===== src/rtl/wb_pkg.sv =====
// Shared types and constants for the register-file writeback unit.
package wb_pkg;

   localparam int XLEN_DEF = 32;
   localparam int REG_AW   = 5;

   // One buffered writeback result: destination register plus data.
   typedef struct packed {
      logic [REG_AW-1:0]   rd;
      logic [XLEN_DEF-1:0] data;
   } wb_entry_t;

endpackage : wb_pkg


===== src/rtl/wb_fifo.sv =====
// Small synchronous FIFO of writeback entries (pointer-plus-count).
// The caller guarantees no push when full and no pop when empty.
module wb_fifo
   import wb_pkg::*;
#(
   parameter int DEPTH = 2
) (
   input  logic      clk,
   input  logic      rst,
   input  logic      push,
   input  wb_entry_t push_data,
   input  logic      pop,
   output logic      full,
   output logic      empty,
   output wb_entry_t head
);

   localparam int AW = $clog2(DEPTH);
   localparam logic [AW:0] DEPTH_C = (AW+1)'(DEPTH);

   wb_entry_t       mem [DEPTH];
   logic [AW-1:0]   wr_ptr;
   logic [AW-1:0]   rd_ptr;
   logic [AW:0]     count;

   // Pointer and occupancy bookkeeping.
   // NOTE: sequential state uses non-blocking assignments so every register
   // samples pre-edge values, independent of process evaluation order.
   always_ff @(posedge clk) begin
      if (!rst) begin
         wr_ptr <= '0;
         rd_ptr <= '0;
         count  <= '0;
      end else begin
         if (push) wr_ptr <= wr_ptr + AW'(1);
         if (pop)  rd_ptr <= rd_ptr + AW'(1);
         case ({push, pop})
            2'b10:   count <= count + 1'b1;
            2'b01:   count <= count - 1'b1;
            default: count <= count;
         endcase
      end
   end

   // Entry storage.
   // NOTE: the data array is deliberately not reset; validity is tracked by
   // count alone, and leaving it unreset lets it map onto plain storage.
   always_ff @(posedge clk) begin
      if (push) mem[wr_ptr] <= push_data;
   end

   assign full  = (count == DEPTH_C);
   assign empty = (count == '0);
   assign head  = mem[rd_ptr];

endmodule : wb_fifo


===== src/rtl/regfile_wb.sv =====
// Register-file writeback unit: LSU-priority arbitration between LSU and
// buffered ALU results, a registered single write port, and a pending-write
// scoreboard for RAW hazard detection.
module regfile_wb
   import wb_pkg::*;
#(
   parameter int XLEN           = XLEN_DEF,
   parameter int NREG           = 32,
   parameter int ALU_FIFO_DEPTH = 2
) (
   input  logic              clk,
   input  logic              rst,
   input  logic              iss_en,
   input  logic [REG_AW-1:0] iss_rd,
   input  logic [REG_AW-1:0] rs1_addr,
   input  logic [REG_AW-1:0] rs2_addr,
   output logic              rs1_busy,
   output logic              rs2_busy,
   input  logic              alu_valid,
   input  logic [REG_AW-1:0] alu_rd,
   input  logic [XLEN-1:0]   alu_data,
   output logic              alu_ready,
   input  logic              lsu_valid,
   input  logic [REG_AW-1:0] lsu_rd,
   input  logic [XLEN-1:0]   lsu_data,
   output logic              lsu_ready,
   output logic              rd_en,
   output logic [REG_AW-1:0] rd_addr,
   output logic [XLEN-1:0]   rd_data,
   output logic [NREG-1:0]   busy
);

   logic      fifo_full;
   logic      fifo_empty;
   logic      fifo_push;
   logic      fifo_pop;
   wb_entry_t fifo_in;
   wb_entry_t fifo_head;
   logic [NREG-1:0] busy_next;

   // ALU results always go through the buffer; the LSU wins the write port.
   assign lsu_ready = 1'b1;
   assign alu_ready = !fifo_full;
   assign fifo_push = alu_valid && alu_ready;
   assign fifo_pop  = !lsu_valid && !fifo_empty;
   assign fifo_in   = '{rd: alu_rd, data: alu_data};

   wb_fifo #(
      .DEPTH (ALU_FIFO_DEPTH)
   ) u_alu_fifo (
      .clk       (clk),
      .rst       (rst),
      .push      (fifo_push),
      .push_data (fifo_in),
      .pop       (fifo_pop),
      .full      (fifo_full),
      .empty     (fifo_empty),
      .head      (fifo_head)
   );

   // Output write register: LSU first, then FIFO head, else idle.
   // Writes to x0 are consumed but never enable the register file.
   always_ff @(posedge clk) begin
      if (!rst) begin
         rd_en   <= 1'b0;
         rd_addr <= '0;
         rd_data <= '0;
      end else if (lsu_valid) begin
         rd_en   <= (lsu_rd != '0);
         rd_addr <= lsu_rd;
         rd_data <= lsu_data;
      end else if (!fifo_empty) begin
         rd_en   <= (fifo_head.rd != '0);
         rd_addr <= fifo_head.rd;
         rd_data <= fifo_head.data;
      end else begin
         rd_en   <= 1'b0;
      end
   end

   // Scoreboard update: clear on completed write, then set on issue so a
   // same-index collision leaves the bit set; x0 is never busy.
   // NOTE: busy_next starts from a full default so no path leaves it
   // unassigned, which would otherwise infer a latch.
   always_comb begin
      busy_next = busy;
      if (rd_en) busy_next[rd_addr] = 1'b0;
      if (iss_en && (iss_rd != '0)) busy_next[iss_rd] = 1'b1;
      busy_next[0] = 1'b0;
   end

   // Scoreboard register.
   always_ff @(posedge clk) begin
      if (!rst) busy <= '0;
      else      busy <= busy_next;
   end

   assign rs1_busy = busy[rs1_addr];
   assign rs2_busy = busy[rs2_addr];

endmodule : regfile_wb


===== config.mk =====
export PLATFORM = sky130hd
export DESIGN_NAME = regfile_wb
export DESIGN_NICKNAME = d
export VERILOG_FILES = /design/src/rtl/wb_pkg.sv /design/src/rtl/wb_fifo.sv /design/src/rtl/regfile_wb.sv
export SDC_FILE = /design/constraint.sdc
export NUM_CORES = 1
export LEC_CHECK = 0
export ABC_CLOCK_PERIOD_IN_PS = 5300
export CAP_MARGIN = 0
export CORE_MARGIN = 2
export CORE_UTILIZATION = 30
export CTS_BUF_LIST = sky130_fd_sc_hd__clkbuf_4
export DETAILED_ROUTE_END_ITERATION = 16
export PLACE_DENSITY = 0.53
export SKIP_CTS_REPAIR_TIMING = 1
export SLEW_MARGIN = 5
export SYNTH_ARGS = -nofsm -noshare
export SYNTH_HDL_FRONTEND = slang
export SYNTH_SLANG_ARGS = --single-unit
export TNS_END_PERCENT = 1

===== constraint.sdc =====
create_clock -name clk -period 5.3 [get_ports clk]
set_input_delay 1.325 -clock clk [delete_from_list [all_inputs] [get_ports clk]]
set_output_delay 1.325 -clock clk [all_outputs]
set_load 0.005 [all_outputs]

==> flow_metrics.tcl <==
set metrics [dict create \
    hold_viol_final 0 \
    dpl_cell_area_um2 8290 \
    grt_usage_pct 16.0 \
    grt_max_degree 75 \
    drtAntennaViolNets 0 \
    die_area_um2 22900 \
    synth_top_family_by_area "compound AO/OA/AOI/OAI gates" \
    r2r_start "u_alu_fifo.count[0]$_SDFFE_PN0P_" \
    cts-root-buf "clkbuf_4" \
    synth_compound_area_share_pct 14.7 \
    synth_fa_ha_area_share_pct 0.192 \
    area_growth_pct 31.8 \
    fillers 2040 \
    syn_inst 564 \
    num_io_pins 168 \
    worstHoldStart "rd_data[29]$_SDFFE_PN0P_" \
    clockBufferDepth 2 \
    yosysUniqueCellTypes 45 \
    period_share_pct 89.4 \
    overflow 0 \
    drc 0 \
    synth-edff-count 74 \
    wl_met3_um 1370 \
    worst_pin_slew_ps 1180 \
    hold_end "rd_data[29]$_SDFFE_PN0P_" \
    synthMuxAreaShare_pct 11.0 \
    pre_cts_ws_ps 556 \
    fp.dieW_um 151 \
    crit_path_start_kind "input port" \
    finalClockSkew_ps 18.5 \
    synth_warnings 0 \
    path_clk_slew_ps 120 \
    hold_depth 2 \
    yosys.area_share.simple_pct 12.8 \
    firstDrtPassIters 6 \
    vias_per_cell 5.05 \
    initial_core_util_pct 30.7 \
    outcome "completed" \
    r2r_end "u_alu_fifo.mem[0][21]$_DFFE_PP_" \
    design_area_um2 8570 \
    clk_latency_ps 540 \
    h-tree-depth 4 \
    rsz0062_at_grt "no" \
    synth_ff_type "edfxtp_1" \
    antennaDiodeCount 0 \
    endpoint_kind "output pin" \
    fp.coreArea_um2 21200 \
    antenna_found_initial 2 \
    fmax_mhz 211 \
    setup_viol 0 \
    required_ps 3970 \
    worst_slack_ps 563 \
    peakVddDrop_uv 187 \
    maxCapViolCount 0 \
    r2r_cells 3 \
    slew_violations 0 \
    nNetsFinal 807 \
    wl_met1_um 7980 \
    drtIter0Drc 349 \
    synthesis.area_per_instance_um2 11.5 \
    leakage_nw 2.89 \
    dp_hpwl_um 13000 \
    max_slew_margin_pct 21.1 \
    die_h_um 151 \
    cts_buffers 17 \
    gp_congestion 0.823 \
    placementRows 53 \
    criticalPathCategory "in -> out" \
    top_layer_used "met5" \
    routed_wl_um 18100 \
    cellPowerDensity_nw_per_um2 347 \
    arrival_ps 3410 \
    synth_xor_area_share_pct 0.539 \
    ys_ff_latch 148 \
    ys_async_sr_fraction_pct 0 \
    hp-class "reg -> reg" \
    grt_first_pass_wirelength_um 27600 \
    routed-via-count 5053 \
    met2_length_um 8400 \
    cts.sinks 148 \
    grt_pass1_vias 5057 \
    cp_max_fo 7 \
    synth_seq_area_share_pct 57.0 \
    power_mw 2.97 \
    fin_tns_setup_ps 0 \
    cts_tree "built" \
    io_buffers 165 \
    drive_above_1_share_pct 9.10 \
    wl_per_cell_um 18.1 \
    r2r_slack_ps 3140 \
    synth_area_um2 6500 \
    syn-num-nets 659 \
    fin_crit_ps 4740 \
]
## per-stage QoR
stage	hold WS [ps]	util [%]	cells
5_1_grt	483	40.5	1000
6_report	461	40.5	1000
2_1_floorplan	447	-	564
3_3_place_gp	440	39.2	968
4_1_cts	463	40.5	1000
3_5_place_dp	447	39.2	968
## Yosys cell counts (4+ instances only)
cell type	number	share of area, %
a21oi_1	6	0.46
nand2_1	86	5.0
xnor2_1	4	0.54
buf_4	10	1.2
a21boi_0	29	3.3
nand3_1	10	0.77
nand2b_1	5	0.48
buf_2	8	0.62
a21boi_1	20	2.3
nor3b_1	4	0.46
a22oi_1	4	0.46
nor2b_1	25	2.4
o21ai_0	49	3.8
dfxtp_1	74	23
nand3b_1	5	0.58
edfxtp_1	74	34
a222oi_1	19	2.9
mux2_2	19	3.3
mux2i_1	36	5.5
clkbuf_1	15	0.87
nor2_1	11	0.64
buf_6	4	0.69
mux4_2	4	1.4
and2_1	4	0.38
## area by class of cell
class                      instances  area [um^2]  share of cell area, %
clock buffer                      18          135                   1.58
multi-input combinational        374         2570                   30.0
sequential                       148         3700                   43.3
timing repair buffer             168         1660                   19.4
inverter                           3         11.3                  0.131
clock inverter                    14          138                   1.61
tap                              275          344                   4.02
## layout by cell type (no fill, tap or decap), drive strengths merged, types with 6 or more instances in the layout
cell type,Yosys,routed
clkdlybuf4s50,0,163
nand2,86,86
edfxtp,74,74
dfxtp,74,74
o21ai,49,49
a21boi,49,49
mux2i,36,36
nor2b,25,25
mux2,19,19
a222oi,19,19
clkbuf,17,18
nor2,11,11
nand3,10,10
clkinv,0,8
a21oi,6,6
mux4,6,6
## layer usage
layer	vias to the layer above	GRT usage [%]
li1	2385	-
met1	2436	19.9
met3	35	5.18
met5	-	0
met4	4	5.70
met2	193	26.0
## kinds of logic (layout without fill, tap and decap cells)
group                    Yosys count  in the layout
adder cells (fa/ha/maj)            1              1
multiplexers                      61             61
flip-flops                       148            148
XOR/XNOR                           4              4
AND/OR/NAND/NOR                  169            169
buffers and inverters             42            203
other                              2              2
AO/OA/AOI/OAI                    137            137
## worst max-delay path by stage
stage | startpoint | end | slack (ps)
floorplan | rs1_addr[0] | rs1_busy | 1730
finish | rs1_addr[0] | rs1_busy | 560
CTS | rs1_addr[0] | rs1_busy | 550
global placement | rs1_addr[0] | rs1_busy | 600
global route | rs1_addr[0] | rs1_busy | 430
detailed placement | rs1_addr[0] | rs1_busy | 560
## state kept, by name (all words and copies together), names as in the netlist, named ones only
register	cells
u_alu_fifo.mem	74
rd_data	32
busy	31
rd_addr	5
u_alu_fifo.count	2
rd_en	1
u_alu_fifo.rd_ptr	1
u_alu_fifo.wr_ptr	1
## critical path, cell delays in order
cell             delay [ps]
clkdlybuf4s50_1         670
mux4_2                  540
nand2b_1                160
o2111ai_1               120
nand4_1                 110
clkdlybuf4s50_1         490
## where the power goes
part	leakage, nW	switching (mW)	total (mW)	internal [mW]
Combinational	1.45	0.403	0.797	0.394
Clock	0.145	0.407	0.688	0.281
Sequential	1.30	0.0984	1.48	1.39
Total	2.89	0.908	2.97	2.06
No activity file was read; power rests on OpenSTA's default activity.
